==> src/rtl/pla_sweep_ctrl.sv <==
// Exhaustive input sweeper and MISR response compactor for single-output combinational functions.
// Define PLA_SWEEP_SETTLE_EN to hold each vector an extra cycle before it is sampled.
module pla_sweep_ctrl #(
  parameter int              N_IN     = 8,
  parameter int              SIG_W    = 16,
  parameter logic [31:0]     POLY     = 32'h0000_1021,
  parameter logic [SIG_W-1:0] SIG_SEED = '1
) (
  input  logic             clk,
  input  logic             rst_n,
  input  logic             start,
  input  logic             abort,
  input  logic [SIG_W-1:0] exp_sig,
  input  logic             y0,
  output logic [N_IN-1:0]  x,
  output logic             busy,
  output logic             done,
  output logic [N_IN:0]    ones_count,
  output logic [SIG_W-1:0] signature,
  output logic             pass
);

`ifdef PLA_SWEEP_SETTLE_EN
  typedef enum logic [1:0] {IDLE = 2'd0, SAMPLE = 2'd1, DONE = 2'd2, SETTLE = 2'd3} state_t;
`else
  typedef enum logic [1:0] {IDLE = 2'd0, SAMPLE = 2'd1, DONE = 2'd2} state_t;
`endif

  state_t state, state_nxt;
  logic   last_vec;
  logic   accept;

  function automatic logic [SIG_W-1:0] misr_step(input logic [SIG_W-1:0] s, input logic b);
    misr_step = {s[SIG_W-2:0], 1'b0} ^ (s[SIG_W-1] ? POLY[SIG_W-1:0] : '0)
              ^ {{(SIG_W-1){1'b0}}, b};
  endfunction

  assign last_vec = &x;
  assign accept   = start && !abort;
  assign busy     = (state != IDLE);
  assign done     = (state == DONE);

  always_ff @(posedge clk or negedge rst_n) begin
    if (!rst_n) state <= IDLE;
    else        state <= state_nxt;
  end

  always_comb begin
    state_nxt = state;
    case (state)
      IDLE: begin
`ifdef PLA_SWEEP_SETTLE_EN
        if (accept) state_nxt = SETTLE;
`else
        if (accept) state_nxt = SAMPLE;
`endif
      end
`ifdef PLA_SWEEP_SETTLE_EN
      SETTLE: state_nxt = abort ? IDLE : SAMPLE;
`endif
      SAMPLE: begin
        if (abort)         state_nxt = IDLE;
        else if (last_vec) state_nxt = DONE;
`ifdef PLA_SWEEP_SETTLE_EN
        else               state_nxt = SETTLE;
`else
        else               state_nxt = SAMPLE;
`endif
      end
      DONE:    state_nxt = IDLE;
      default: state_nxt = IDLE;
    endcase
  end

  // Datapath: vector counter, ON-set count, signature and verdict
  always_ff @(posedge clk or negedge rst_n) begin
    if (!rst_n) begin
      x          <= '0;
      ones_count <= '0;
      signature  <= '0;
      pass       <= 1'b0;
    end else begin
      case (state)
        IDLE: begin
          x <= '0;
          if (accept) begin
            ones_count <= '0;
            signature  <= SIG_SEED;
            pass       <= 1'b0;
          end
        end
`ifdef PLA_SWEEP_SETTLE_EN
        SETTLE: begin
          if (abort) begin
            x    <= '0;
            pass <= 1'b0;
          end
        end
`endif
        SAMPLE: begin
          if (abort) begin
            // The sample at an aborting edge is dropped; partial results hold.
            x    <= '0;
            pass <= 1'b0;
          end else begin
            ones_count <= ones_count + {{N_IN{1'b0}}, y0};
            signature  <= misr_step(signature, y0);
            if (!last_vec) x <= x + 1'b1;
          end
        end
        DONE: begin
          x    <= '0;
          pass <= abort ? 1'b0 : (signature == exp_sig);
        end
        default: x <= '0;
      endcase
    end
  end

endmodule

==> config.mk <==
export PLATFORM = sky130hd
export DESIGN_NAME = pla_sweep_ctrl
export DESIGN_NICKNAME = d
export VERILOG_FILES = /design/src/rtl/pla_sweep_ctrl.sv
export SDC_FILE = /design/constraint.sdc
export NUM_CORES = 1
export LEC_CHECK = 0
export BUFFER_PORTS_ARGS = -buffer_cell sky130_fd_sc_hd__buf_2
export CAP_MARGIN = 20
export CORE_ASPECT_RATIO = 1.5
export CORE_MARGIN = 10
export CORE_UTILIZATION = 30
export DETAILED_ROUTE_END_ITERATION = 12
export GPL_TIMING_DRIVEN = 1
export HOLD_SLACK_MARGIN = 0.15
export PLACE_DENSITY = 0.61
export SLEW_MARGIN = 40
export SYNTH_ARGS = -nofsm -noshare
export SYNTH_HDL_FRONTEND = slang
export SYNTH_SLANG_ARGS = --single-unit
==> constraint.sdc <==
create_clock -name clk -period 2.3 [get_ports clk]
set_input_delay 0.23 -clock clk [delete_from_list [all_inputs] [get_ports clk]]
set_output_delay 0.23 -clock clk [all_outputs]
set_load 0.01 [all_outputs]
==> run_results.csv, run 1 <==
group,metric,value,unit
status,outcome,"completed",
yosys,yosysSeqAreaShare,48.0,%
timing,finalHoldViolCount,0,
die,ios,57,
power,power.share.combinational,19.1,%
timing,achievable-frequency,0.524,GHz
die,placementRows,35,
drt,postRouteWirelength,4.96,mm
critical_path,worstSetupStartpointType,"register",
clock_tree,cts-buffers-inserted,5,
clock_tree,cts.clk_slew.worst_paths,80,ps
timing,fin_worst_hold_slack,293,ps
yosys,synth_most_common_cell,"dfrtp_1",
yosys,netlist_cell_types,36,
critical_path,worst-r2r-setup-slack,390,ps
critical_path,timing.reg2reg.worst_path_depth,5,
power,p_sw,0.458,mW
yosys,ys_top_cells_by_area,"dfrtp_1, xor2_1, nor2_1, xnor2_1, a2111oi_4",
final_layout,flow.area_growth_from_synthesis,23.5,%
yosys,muxShareOfSynthArea,1.07,%
die,floorplan.core_area,6130,µm²
clock_tree,insertion_delay,290,ps
timing,grt_setup_unrepaired,"false",
power,internal_power,1.05,mW
yosys,synthesis.area,1880,µm²
die,die-height,117,µm
drt,dr.pass1.iters,4,
yosys,synthesized_area_fraction_occupied_by_adder_cells,2.00,%
grt,globalRouteTotalUtil,10.0,%
timing,tightest_pin_transition,639,ps
critical_path,slowest_stage,"or3b_1",
final_layout,drive_above_1_share,29.6,%
critical_path,critical_path_buf_inv_count,1,
yosys,synthArstFlopShare,100,%
clock_tree,cts_htree_levels,2,
critical_path,chain_of_cells_forming_the_critical_path,"or3b_1 -> nand2_1 -> buf_4 -> nor2_1 -> a31oi_1",
critical_path,path_length_in_cells_of_the_critical_path,5,
power,power-per-cell-area,652,nW/µm²
critical_path,worst-endpoint-arrival,2110,ps
clock_tree,max-clock-path-buffers,2,
grt,grt_first_pass_wirelength,8.10,mm
yosys,ys_seq_elements,36,
timing,min_period,1910,ps
critical_path,cp-end-kind,"register",
yosys,syn_nets,209,
yosys,netlist_top_cells_count,"dfrtp_1, nor2_1, xor2_1, nand2_1, xnor2_1",
critical_path,critPathTopFamily,"simple AND/OR/NAND/NOR gates",
drt,initialDrtViolationCount,122,
yosys,post_synthesis_compound_gate_area_fraction,13.7,%
placed_design,io_buffer_count,56,
critical_path,endpoint,"signature[0]",
critical_path,timing.setup.critical_path_class,"register to register",
yosys,synth_simple_gate_area_share,18.3,%
timing,fin_crit_sh,83.0,%
drt,antenna_violating_nets_post_route,0,
die,die-width,84.6,µm
drt,post_drt_wl_per_cell,15.6,µm
critical_path,r2r-start,"state[1]",
clock_tree,cts_root_buf,"clkbuf_8",
grt,antenna_found_initial,0,
power,ir_worst_vdd,0.000247,V
final_layout,diodes,0,
timing,fin_setup_tns,0,ps
clock_tree,tritoncts,"done",
drt,avgViaCountPerCell,4.86,
grt,first_global_vias,1561,
critical_path,cp-startpoint,"state[1]",
critical_path,cp_data_required_time,2500,ps
grt,grt_max_degree,37,
critical_path,worst_path_largest_cell_delay,690,ps
timing,finClkSkew,6.67,ps
placed_design,finalWeightedCongestion,0.746,
final_layout,final_nets,266,
yosys,netlist.area_leader.share,48.0,%
yosys,synthFlopType,"dfrtp_1",
yosys,synth_enable_flop_cells,0,
worst_hold_path,hp-class,"input pin to register",
flow_run,cap_violations,0,
drt,drc,0,
yosys,yosysWarningCount,0,
yosys,synth.largest_area_cell,"dfrtp_1",
critical_path,timing.rr.end,"signature[0]",
grt,grt-ovfl-total,0,
timing,timing.slew.headroom,57.4,%
yosys,synth_top_family_by_area,"simple AND/OR/NAND/NOR gates",
power,design_power_total,1.51,mW
timing,timing.final.max_slew_violations,0,
worst_hold_path,holdCritStartpoint,"y0",
final_layout,layout.filler_cells,650,
final_layout,ff_latch_area,901,µm²
die,floorplan.initialDensity,30.6,%
power,power.share.clock,30.7,%
final_layout,multi_input_area,903,µm²
yosys,syn_avg_cell_area,10.1,µm²
clock_tree,post_cts_buffers,0,
power,cellLeakagePower,0.986,nW
die,floorplan_die_area,9880,µm²
power,share_seq_of_total_power,50.2,%
timing,setup_viol,0,
yosys,post_synth_inst_count,185,
yosys,post_synth_xor_area_fraction,13.1,%
clock_tree,clkSinkCount,36,
critical_path,worst-path-max-fanout,22,
placed_design,place_hpwl,3.81,mm
power,sw_share,30.4,%
drt,routed_vias,1540,
## area by class of cell
cell class,instances,area share [%]
multi-input cells,136,39.0
well taps,74,4.00
flip-flops and latches,36,38.9
clock buffers,6,3.57
inverters,3,0.486
repair buffers,60,13.6
clock inverters,2,0.432
## through the flow
step	utilization, %	setup slack [ps]	instances	cell area (µm²)
final	37.8	391	317	2320
after global routing	37.8	257	317	2320
after CTS	37.7	397	317	2310
after detailed placement	36.1	413	308	2210
after global placement	36.1	470	308	2210
after floorplan	-	478	185	1880
## how the worst min path moves through the flow
stage,to,slack [ps],cells past startpoint
2_1_floorplan,ones_count[0],-70,0
3_3_place_gp,signature[10],370,1
3_5_place_dp,signature[10],370,1
4_1_cts,signature[0],280,3
5_1_grt,signature[0],300,3
6_report,signature[0],290,3
## cell usage in the layout, fill, tap and decap left out, drive strengths merged
| cell type | count |
|---|---|
| buf | 59 |
| dfrtp | 36 |
| nor2 | 28 |
| xor2 | 18 |
| nand2 | 11 |
| xnor2 | 10 |
| a21oi | 9 |
| nand3 | 8 |
| nor3 | 6 |
| o22a | 6 |
| o21ai | 6 |
| clkbuf | 6 |
| a31oi | 4 |
| nand4 | 3 |
| nor4 | 3 |
| inv | 3 |
| ha | 3 |
| mux2i | 2 |
| nor4b | 2 |
| a2111oi | 2 |
| a211oi | 2 |
| clkinv | 2 |
| or2 | 1 |
| and2b | 1 |
| or3b | 1 |
| or4b | 1 |
| or2b | 1 |
| and4 | 1 |
| o221ai | 1 |
| nor2b | 1 |
| nor3b | 1 |
| a31o | 1 |
| or3 | 1 |
| a21o | 1 |
| a41oi | 1 |
| dlygate4sd3 | 1 |
## power by group through the flow
| stage | combinational (mW) | clock (mW) | sequential (mW) |
|---|---|---|---|
| floorplan | 0.154 | 0 | 0.772 |
| global placement | 0.288 | 0 | 0.770 |
| detailed placement | 0.292 | 0 | 0.773 |
| CTS | 0.295 | 0.479 | 0.760 |
| global route | 0.323 | 0.504 | 0.770 |
| finish | 0.289 | 0.463 | 0.758 |
## logic make-up (layout without fill, tap and decap cells)
| logic type | Yosys count | count (layout) |
|---|---|---|
| simple gates | 70 | 70 |
| flops | 36 | 36 |
| compound gates | 33 | 33 |
| buf+inv | 13 | 71 |
| xor+xnor | 28 | 28 |
| fa+ha+maj | 3 | 3 |
| mux | 2 | 2 |
## what timing repair did
action                    4_1_cts  5_1_grt
hold buffers                    1        0
gates resized for setup         0        0
hold endpoints to repair       36        0
## per-layer routing
layer  track usage, %  up-vias  part of all wire [%]
met3             1.94        5                   2.4
met4             3.63        0                   1.5
li1                 -      760                     -
met5                0        -                     0
met1             11.0      750                    40
met2             18.5       25                    56
## worst reg2reg max path, stage by stage (launching register included)
cell and delay (ps):
dfrtp_1 470, or3b_1 690, nand2_1 180, buf_4 250, nor2_1 70, a31oi_1 160
## sequential cells by signal (all words and copies together) (netlist names)
name and flops:
signature 16, ones_count 9, x 8, state 2, pass 1
No activity file was read; power rests on OpenSTA's default activity.
==> inputs of run 2 (changes only) <==
==> constraint.sdc (replaced) <==
create_clock -name clk -period 1.8 [get_ports clk]
set_input_delay 0.18 -clock clk [delete_from_list [all_inputs] [get_ports clk]]
set_output_delay 0.18 -clock clk [all_outputs]
set_load 0.01 [all_outputs]
==> run 2 against run 1 <==
Worst setup slack worse by 300 ps. Cell count is 2.5% higher. Sequential share of layout area is 1.4 points lower. First-iteration DRC count is 22% lower. Design area is 3.7% higher. Flip-flop and latch count stayed put. Non-clock buffer count is 8 higher. Sequential power is 27% higher. Combinational power is 36% higher. Worst hold slack worse by 62 ps.
==> run_results.csv, run 2 (synthesized netlist as in run 1, its figures left out) <==
group,metric,value,unit
status,outcome,"completed",
final_layout,ff_latch_area,901,µm²
placed_design,place_inst,316,
clock_tree,post_cts_buffers,0,
power,ir_worst_vdd,0.000521,V
clock_tree,cts_root_buf,"clkbuf_8",
timing,finClkSkew,9.98,ps
die,floorplan_die_area,9880,µm²
die,ios,57,
clock_tree,max-clock-path-buffers,2,
worst_hold_path,min_path_cells,3,
critical_path,worst-path-max-fanout,6,
final_layout,register_bank_with_the_most_flops,"signature",
critical_path,cp-end-kind,"register",
critical_path,slowest_stage,"or4b_4",
critical_path,r2r-start,"state[0]",
placed_design,finalWeightedCongestion,0.749,
final_layout,biggestRegsByFlops,"signature x16, ones_count x9, x x8",
grt,first_global_vias,1610,
timing,achievable-frequency,0.585,GHz
die,floorplan.core_area,6130,µm²
final_layout,layout.filler_cells,628,
timing,fin_setup_tns,0,ps
die,die-width,84.6,µm
power,cellLeakagePower,1.03,nW
timing,min_period,1710,ps
placed_design,place_hpwl,3.82,mm
critical_path,worst-endpoint-arrival,1890,ps
drt,drc,0,
final_layout,multi_input_area,903,µm²
timing,timing.final.max_slew_violations,0,
clock_tree,cts_repair_resize_count,0,
drt,initialDrtViolationCount,95,
grt,grt_first_pass_wirelength,8.19,mm
timing,finalHoldViolCount,0,
final_layout,final_nets,274,
clock_tree,cts.clk_slew.worst_paths,80,ps
die,placementRows,35,
critical_path,timing.rr.end,"ones_count[8]",
drt,post_drt_wl_per_cell,15.1,µm
timing,timing.slew.headroom,69.2,%
grt,globalRouteTotalUtil,9.94,%
timing,tightest_pin_transition,463,ps
timing,grt_setup_unrepaired,"false",
clock_tree,cts-buffers-inserted,5,
power,design_power_total,2.05,mW
final_layout,leading_cell_types_in_the_layout_fill_and_taps_excluded,"buf_2, dfrtp_1, nor2_1, xor2_1, nand2_1",
drt,routed_vias,1574,
drt,dr.pass1.iters,4,
grt,grt-ovfl-total,0,
drt,postRouteWirelength,4.92,mm
final_layout,fin_area,2400,µm²
drt,antenna_violating_nets_post_route,0,
final_layout,stdcell_count,325,
power,power-per-cell-area,853,nW/µm²
critical_path,worst-r2r-setup-slack,90,ps
placed_design,io_buffer_count,56,
critical_path,worst_path_largest_cell_delay,610,ps
die,die-height,117,µm
worst_hold_path,worst_hold_path.endpoint,"signature[0]",
worst_hold_path,hp-class,"input pin to register",
final_layout,drive_above_1_share,31.5,%
critical_path,cp_data_required_time,1980,ps
critical_path,chain_of_cells_forming_the_critical_path,"or4b_4 -> a2111oi_4 -> xnor2_1 -> nor2_1",
timing,setup_viol,0,
critical_path,timing.reg2reg.worst_path_depth,4,
die,floorplan.initialDensity,30.6,%
critical_path,cp-startpoint,"state[0]",
worst_hold_path,holdCritStartpoint,"y0",
critical_path,timing.setup.critical_path_class,"register to register",
critical_path,worstSetupStartpointType,"register",
clock_tree,clkSinkCount,36,
final_layout,diodes,0,
timing,fin_worst_hold_slack,231,ps
flow_run,cap_violations,0,
final_layout,layout.cells.most_common,"buf_2",
clock_tree,insertion_delay,280,ps
clock_tree,cts_htree_levels,2,
drt,avgViaCountPerCell,4.84,
clock_tree,tritoncts,"done",
placed_design,placement.cell_area,2280,µm²
grt,grt_max_degree,37,
final_layout,largest_register_ffs,16,
timing,fin_crit_sh,95.0,%
final_layout,flow.area_growth_from_synthesis,28.0,%
grt,antenna_found_initial,0,
==> run 2: cell count changes in the layout (fill, tap and decap cells not counted) <==
cell / before / now
buf_12: 0 / 1
buf_2: 55 / 56
buf_4: 4 / 10
bufinv_16: 0 / 1
clkbuf_1: 0 / 1
clkbuf_8: 6 / 5
clkinv_2: 2 / 1
==> run 2: per-layer routing <==
metal | global-route usage, % | wire length [µm]
met2 | 17.6 | 2520
met5 | 0 | 0
met3 | 2.42 | 268
met1 | 11.1 | 2010
met4 | 4.19 | 117
==> run 2: critical path: cells and delay by family (launching register included) <==
family	cells	cell delay (ps)
and+or+nand+nor	2	660
DFF	1	410
AOI/OAI and AO/OA	1	380
xor gates and xnor gates	1	150
==> run 2: worst max path at each step <==
| stage | end | slack, ps | cells past startpoint |
|---|---|---|---|
| 2_1_floorplan | ones_count[8] | -20 | 6 |
| 3_3_place_gp | ones_count[8] | 130 | 4 |
| 3_5_place_dp | ones_count[8] | 110 | 4 |
| 4_1_cts | ones_count[8] | 80 | 4 |
| 5_1_grt | ones_count[8] | 0.6 | 4 |
| 6_report | ones_count[8] | 90 | 4 |
==> run 2: repair_timing <==
item | 4_1_cts | 5_1_grt
hold endpoints to repair | 36 | 0
hold buffers | 1 | 0
setup endpoints to repair | 0 | 0
==> run 2: layout make-up <==
| cell class | instances | share of cell area [%] |
|---|---|---|
| inverter | 3 | 0.469 |
| clock inverter | 2 | 1.46 |
| multi-input combinational | 136 | 37.6 |
| timing repair buffer | 68 | 16.1 |
| sequential | 36 | 37.5 |
| clock buffer | 6 | 3.02 |
| tap | 74 | 3.86 |
==> run 2: report_power, final <==
group	switching [mW]	leakage, nW	total [mW]	internal, mW
clock network	0.282	0.0552	0.693	0.411
registers	0.0856	0.426	0.961	0.875
logic	0.216	0.549	0.394	0.178
==> run 2: through the flow <==
step	setup WS, ps	utilization [%]
final	90.1	39.2
after detailed placement	111	37.2
after global placement	128	37.2
after floorplan	-20.9	-
after global routing	0.572	39.2
after CTS	82.6	39.2
